--- src/rtl/l2_request_arbiter.sv ---
// Arbitrates the single L2 block-read port between the instruction and data caches,
// one outstanding transaction at a time. Define ROUND_ROBIN_EN for alternating tie-breaks.
module l2_request_arbiter #(
    parameter int BLOCK_ADDRESS_WIDTH = 26,
    parameter int BLOCK_WIDTH         = 512
) (
    input  logic                           CLK,
    input  logic                           RST,

    input  logic                           ADDRESS_TO_L2_VALID_INS,
    output logic                           ADDRESS_TO_L2_READY_INS,
    input  logic [BLOCK_ADDRESS_WIDTH-1:0] ADDRESS_TO_L2_INS,
    output logic                           DATA_FROM_L2_VALID_INS,
    input  logic                           DATA_FROM_L2_READY_INS,
    output logic [BLOCK_WIDTH-1:0]         DATA_FROM_L2_INS,

    input  logic                           ADDRESS_TO_L2_VALID_DAT,
    output logic                           ADDRESS_TO_L2_READY_DAT,
    input  logic [BLOCK_ADDRESS_WIDTH-1:0] ADDRESS_TO_L2_DAT,
    output logic                           DATA_FROM_L2_VALID_DAT,
    input  logic                           DATA_FROM_L2_READY_DAT,
    output logic [BLOCK_WIDTH-1:0]         DATA_FROM_L2_DAT,

    output logic                           ADDRESS_TO_L2_VALID,
    input  logic                           ADDRESS_TO_L2_READY,
    output logic [BLOCK_ADDRESS_WIDTH-1:0] ADDRESS_TO_L2,
    input  logic                           DATA_FROM_L2_VALID,
    output logic                           DATA_FROM_L2_READY,
    input  logic [BLOCK_WIDTH-1:0]         DATA_FROM_L2
);

    localparam logic [1:0] ST_IDLE = 2'd0;
    localparam logic [1:0] ST_REQ  = 2'd1;
    localparam logic [1:0] ST_RESP = 2'd2;

    localparam logic SEL_INS = 1'b0;
    localparam logic SEL_DAT = 1'b1;

    logic [1:0]                     state_q, state_d;
    logic                           owner_q, owner_d;
    logic [BLOCK_ADDRESS_WIDTH-1:0] addr_q, addr_d;
    logic                           last_grant_q, last_grant_d;

    logic any_req;
    logic tie;
    logic tie_pick;
    logic winner;
    logic owner_ready;
    logic in_idle;
    logic in_req;
    logic in_resp;

    assign any_req = ADDRESS_TO_L2_VALID_INS | ADDRESS_TO_L2_VALID_DAT;
    assign tie     = ADDRESS_TO_L2_VALID_INS & ADDRESS_TO_L2_VALID_DAT;

`ifdef ROUND_ROBIN_EN
    // Tie goes to whoever was not served last; reset value DAT makes the first tie go to INS.
    assign tie_pick = ~last_grant_q;
`else
    assign tie_pick = SEL_DAT;
`endif

    assign winner = tie ? tie_pick : (ADDRESS_TO_L2_VALID_DAT ? SEL_DAT : SEL_INS);

    assign owner_ready = (owner_q == SEL_DAT) ? DATA_FROM_L2_READY_DAT : DATA_FROM_L2_READY_INS;

    // Control outputs are held at their reset values while RST is high, whatever the state.
    assign in_idle = (state_q == ST_IDLE) & ~RST;
    assign in_req  = (state_q == ST_REQ)  & ~RST;
    assign in_resp = (state_q == ST_RESP) & ~RST;

    always_comb begin
        state_d      = state_q;
        owner_d      = owner_q;
        addr_d       = addr_q;
        last_grant_d = last_grant_q;
        case (state_q)
            ST_IDLE: begin
                if (any_req) begin
                    state_d      = ST_REQ;
                    owner_d      = winner;
                    last_grant_d = winner;
                    addr_d       = (winner == SEL_DAT) ? ADDRESS_TO_L2_DAT : ADDRESS_TO_L2_INS;
                end
            end
            ST_REQ: begin
                if (ADDRESS_TO_L2_READY) begin
                    state_d = ST_RESP;
                end
            end
            ST_RESP: begin
                if (DATA_FROM_L2_VALID && owner_ready) begin
                    state_d = ST_IDLE;
                end
            end
            default: begin
                state_d = ST_IDLE;
            end
        endcase
    end

    always_ff @(posedge CLK) begin
        if (RST) begin
            state_q      <= ST_IDLE;
            owner_q      <= SEL_INS;
            addr_q       <= '0;
            last_grant_q <= SEL_DAT;
        end else begin
            state_q      <= state_d;
            owner_q      <= owner_d;
            addr_q       <= addr_d;
            last_grant_q <= last_grant_d;
        end
    end

    assign ADDRESS_TO_L2_READY_INS = in_idle & ADDRESS_TO_L2_VALID_INS & (winner == SEL_INS);
    assign ADDRESS_TO_L2_READY_DAT = in_idle & ADDRESS_TO_L2_VALID_DAT & (winner == SEL_DAT);

    assign ADDRESS_TO_L2_VALID = in_req;
    assign ADDRESS_TO_L2       = addr_q;

    // L2 data is only consumed while a granted transaction awaits its block.
    assign DATA_FROM_L2_READY     = in_resp & owner_ready;
    assign DATA_FROM_L2_VALID_INS = in_resp & (owner_q == SEL_INS) & DATA_FROM_L2_VALID;
    assign DATA_FROM_L2_VALID_DAT = in_resp & (owner_q == SEL_DAT) & DATA_FROM_L2_VALID;

    assign DATA_FROM_L2_INS = DATA_FROM_L2;
    assign DATA_FROM_L2_DAT = DATA_FROM_L2;

endmodule

--- config.mk ---
export PLATFORM = sky130hd
export DESIGN_NAME = l2_request_arbiter
export DESIGN_NICKNAME = d
export VERILOG_FILES = /design/src/rtl/l2_request_arbiter.sv
export SDC_FILE = /design/constraint.sdc
export NUM_CORES = 1
export LEC_CHECK = 0
export ABC_AREA = 1
export CORE_AREA = 4 4 639 641
export DETAILED_ROUTE_END_ITERATION = 6
export DIE_AREA = 0 0 643 645
export PLACE_DENSITY_LB_ADDON = 0.3
export SLEW_MARGIN = 10
export SYNTH_ARGS = -nofsm -noshare
export SYNTH_HDL_FRONTEND = slang
export SYNTH_SLANG_ARGS = --single-unit
export TNS_END_PERCENT = 100
--- constraint.sdc ---
create_clock -name CLK -period 1.15 [get_ports CLK]
set_input_delay 0.23 -clock CLK [delete_from_list [all_inputs] [get_ports CLK]]
set_output_delay 0.23 -clock CLK [all_outputs]
set_load 0.005 [all_outputs]
Yosys cells after proc, flatten, opt, wreduce, memory -nomap -nowiden --
Index checks and enable logic that the tools add are counted.
Word-level totals: bits in registers 29, input bits 572, output and inout bits 1056, logic and storage cells 37
Cells by class: equal/unequal tests 5, multiplexer cells 8, bitwise operators 17, reductions and logical operators 4
Operators by type and width (count):
- 26-bit two-way mux | 1
- 1-bit AND | 13
- 2-bit two-way mux | 3
- 2-bit one-hot mux with 3 select lines | 1
- 2-bit != test (second input constant) | 2
- 1-bit two-way mux | 3
- 1-bit NOT | 3
- 3-bit AND reduction | 1
- 2-bit by 1-bit == test with 1-bit output (second input constant) | 1
- 2-bit == test (second input constant) | 1
- 2-bit logical NOT | 1
- 2-bit by 1-bit != test with 1-bit output (second input constant) | 1
- 2-bit AND reduction | 1
- 1-bit logical AND | 1
- 1-bit bitwise OR | 1

Depth between registers and ports, before layout --
word-level depth 4, gate-level depth with buffers 8, gate-level depth less buffers 6

Least setup slack after synthesis --
OpenSTA, ideal clock, no wires.
kind register to register, from register state_q[0], to register addr_q[14], in the netlist ADDRESS_TO_L2[14], arrival time 0.893 ns, data required time 1.037 ns, path slack 0.145 ns, stages on the path, launching flop included 6, clock period less this slack 1.005 ns, cell sequence dfxtp_1 > nor2_1 > nand2_4 > buf_4 > nor2_1 > nor2_1
On the way: longest elaborated chain between the ends 2
RTL lines:
- start: declaration | line 39 | logic [1:0] state_q, state_d;
- start signal: assignment | line 109 | state_q <= state_d;
- 2-bit logical NOT
- 2-bit AND reduction (no source line)
- end signal: assignment | line 111 | addr_q <= addr_d;
- end: declaration | line 41 | logic [BLOCK_ADDRESS_WIDTH-1:0] addr_q, addr_d;
No other way between the ends. A chain may end at the register's enable or synchronous reset.

Worst setup path in the final report --
from register state_q[1], to output port ADDRESS_TO_L2_READY_INS
On the way: longest elaborated chain between the ends 4
RTL lines:
- 2-bit logical NOT
- 1-bit AND | line 68 | assign in_idle = (state_q == ST_IDLE) & ~RST;
- 1-bit AND (2 in series) | line 116 | assign ADDRESS_TO_L2_READY_INS = in_idle & ADDRESS_TO_L2_VALID_INS & (winner == SEL_INS);
- end: declaration | line 11 | output logic ADDRESS_TO_L2_READY_INS,
No other way between the ends.

==> results.py <==
metrics = {
    "status": {
        "status": "complete, but fails checks",
        "violations": "setup timing",
    },
    "floorplan": {
        "fp.dieH_um": 645,
        "floorplan.die_area_um2": 414700,
        "rows": 233,
        "ioPinCount": 1628,
        "core_area_um2": 402300,
        "start_util_pct": 2.322,
        "fp.dieW_um": 643,
    },
    "worst_setup_path": {
        "cp_top_family": "flip-flops",
        "critPathArrivalTime_ns": 1.18,
        "cp_slowest_stage_delay_ns": 0.38,
        "crit_path_top_delay_cell": "dfxtp_4",
        "cp_cell_sequence": "nor2_4, nand2_2, nor3_2, buf_2",
        "crit_path_end_kind": "primary output",
        "path_class": "register to primary output",
        "crit_fanout": 3,
        "critPathRequiredTime_ns": 0.92,
        "cp-start-kind": "register",
        "path_buf_inv": 1,
    },
    "routing": {
        "via_count": 4708,
        "detail-route-antenna-nets": 0,
        "wl_per_cell_um": 49.91,
        "wirelength_mm": 284.0,
        "routed_via_density": 0.8273,
        "drt-pass1-iter-count": 4,
        "drt_iter0_drc": 367,
        "drc_errors": 0,
    },
    "global_route": {
        "grt_max_degree": 24,
        "grt_pass1_wl_mm": 297.7,
        "grt_use_total_pct": 13.15,
        "grt-ovfl-total": 0,
        "grt_pass1_vias": 4169,
        "antenna_found_initial": 4,
    },
    "power": {
        "p_per_area_nw_per_um2": 534.8,
        "peakVddDrop_uv": 506.8,
        "p_leak_nw": 1.668,
        "power_mw": 5.275,
    },
    "timing": {
        "finalMaxSlewViolations": 0,
        "finalWorstSetupSlack_ns": -0.2613,
        "clock.fmax_mhz": 708.6,
        "slew_headroom_pct": 58.59,
        "finalSetupViolations": 34,
        "min_period_ns": 1.411,
        "skew_ns": 0.01050,
        "hold_violations": 0,
        "worst_pin_slew_ns": 0.6211,
        "fin_crit_sh_pct": 122.7,
        "rsz0062_at_grt": "yes",
    },
    "final_layout": {
        "nFillCells": 48150,
        "nNetsFinal": 974,
        "fin_cells": 5691,
        "area_growth_pct": 5.585,
        "final_layout_size_suffix_gt1_share_pct": 43.92,
    },
    "synthesis": {
        "synth_cells": 1306,
        "synth_area_um2": 9343,
        "synth_warnings": 0,
        "ys_types": 17,
        "syn_area_per_cell_um2": 7.154,
        "ys_seq_area_share_pct": 6.214,
        "syn-num-nets": 1878,
        "ys_ff_latch": 29,
    },
    "cts": {
        "ctsHtreeMaxLevel": 2,
        "numCtsBuffers": 5,
        "clockRootBuffer": "clkbuf_16",
        "numClockSinks": 29,
        "clk-insertion-delay-late_ns": 0.35,
        "clk_pin_slew_ns": 0.09,
        "clockBufferDepth": 2,
        "ctsHoldBuffers": 0,
        "cts_tree": "done",
    },
    "placed_design": {
        "post-dp-hpwl_mm": 274.9,
        "dp.cells": 5672,
        "gp_congestion": 0.6997,
        "io_buffers": 91,
    },
    "job": {
        "drv_cap": 0,
    },
    "worst_hold_path": {
        "hold_class": "input pin to register",
    },
}
stage by stage:
step	cell area (µm²)	utilization, %	setup slack [ns]	TNS, ns	hold WS [ns]
after floorplan	9343	-	0.1447	0	0.3274
after global placement	9334	2.320	-0.8933	-23.15	0.4601
after detailed placement	9334	2.320	-0.8637	-22.42	0.4601
after CTS	9590	2.384	-0.3057	-6.602	0.2799
after global routing	9864	2.452	-0.3726	-7.926	0.3087
final	9864	2.452	-0.2613	-6.070	0.3117
state kept, by name, summed over array words and instances (netlist names):
name and count:
ADDRESS_TO_L2 26, state_q 2, owner_q 1
per-layer routing:
metal,vias to the layer above,wire length (µm),GRT usage (%)
met4,16,8044,3.601
met5,-,631,1.041
met2,1881,133300,21.74
met3,154,113800,25.07
met1,1608,28260,3.623
li1,1049,-,-
layout by cell type, fill, tap and decap left out:
cell type,count
nand2_1,95
clkdlybuf4s50_1,57
nand2_2,36
nor2_1,35
inv_1,30
buf_2,28
dfxtp_2,23
buf_4,17
nor2_2,16
buf_6,9
buf_12,9
nand2_4,8
clkbuf_16,8
nor2_4,5
dfxtp_1,4
inv_2,3
nor3_2,2
nand3_1,2
buf_16,2
dfxtp_4,2
diode_2,1
inv_4,1
nand3_4,1
or2_4,1
nor3_1,1
nand2_8,1
o21ai_1,1
o21ai_2,1
clkinvlp_4,1
clkinv_4,1
bufinv_16,1
buf_8,1
dlygate4sd2_1,1
cell families after synthesis:
family	count (synthesis)	synth area share, %
flip-flops	29	6.214
AO/OA/AOI/OAI	2	0.1070
buffers and inverters	1072	85.04
AND/OR/NAND/NOR	203	8.638
cell usage after synthesis:
cell	count	share of area, %
dfxtp_1	29	6.2
or2_2	1	0.067
buf_8	1	0.16
o21ai_1	1	0.054
inv_4	1	0.067
nand3_1	3	0.16
nor2_1	56	2.2
buf_2	3	0.16
clkbuf_1	1	0.040
o21ai_0	1	0.054
buf_4	1026	82
buf_6	7	0.84
nand2_1	128	5.1
nand2_2	11	0.74
nand2_4	1	0.12
inv_1	33	1.3
nor3_1	3	0.16
cell type report:
class	instances	area, µm²	area share, %
antenna	1	2.502	0.02537
clock buffer	5	125.1	1.268
clock inverter	3	46.29	0.4693
inverter	34	130.1	1.319
multi-input combinational	205	1055	10.69
sequential	29	616.8	6.253
tap	5287	6615	67.06
timing repair buffer	127	1274	12.91
repair_timing:
action / in CTS / in global routing
pin swaps: 6 / 16
setup endpoints to repair: 60 / 38
resized for setup: 169 / 65
gates cloned: 2 / 4
buffers inserted: 4 / 2
power by group:
part / internal, mW / switching (mW)
sequential: 1.17 / 0.0950
combinational: 0.962 / 1.07
clock: 1.04 / 0.946
final timing paths:
path                                 from                 endpoint  slack, ns  cells past startpoint
setup / recovery               state_q[1]  ADDRESS_TO_L2_READY_INS      -0.26                      4
hold reg to reg          ADDRESS_TO_L2[0]         ADDRESS_TO_L2[0]       0.52                      4
hold / removal    ADDRESS_TO_L2_VALID_DAT                  owner_q       0.31                      4
setup reg to reg               state_q[1]        ADDRESS_TO_L2[25]      -0.26                      7
tightest hold or removal path, stage by stage:
cell	delay (ns)
buf_2	0.14
inv_4	0.08
buf_4	0.13
o21ai_1	0.06
Power figures use the tool's default switching activity.
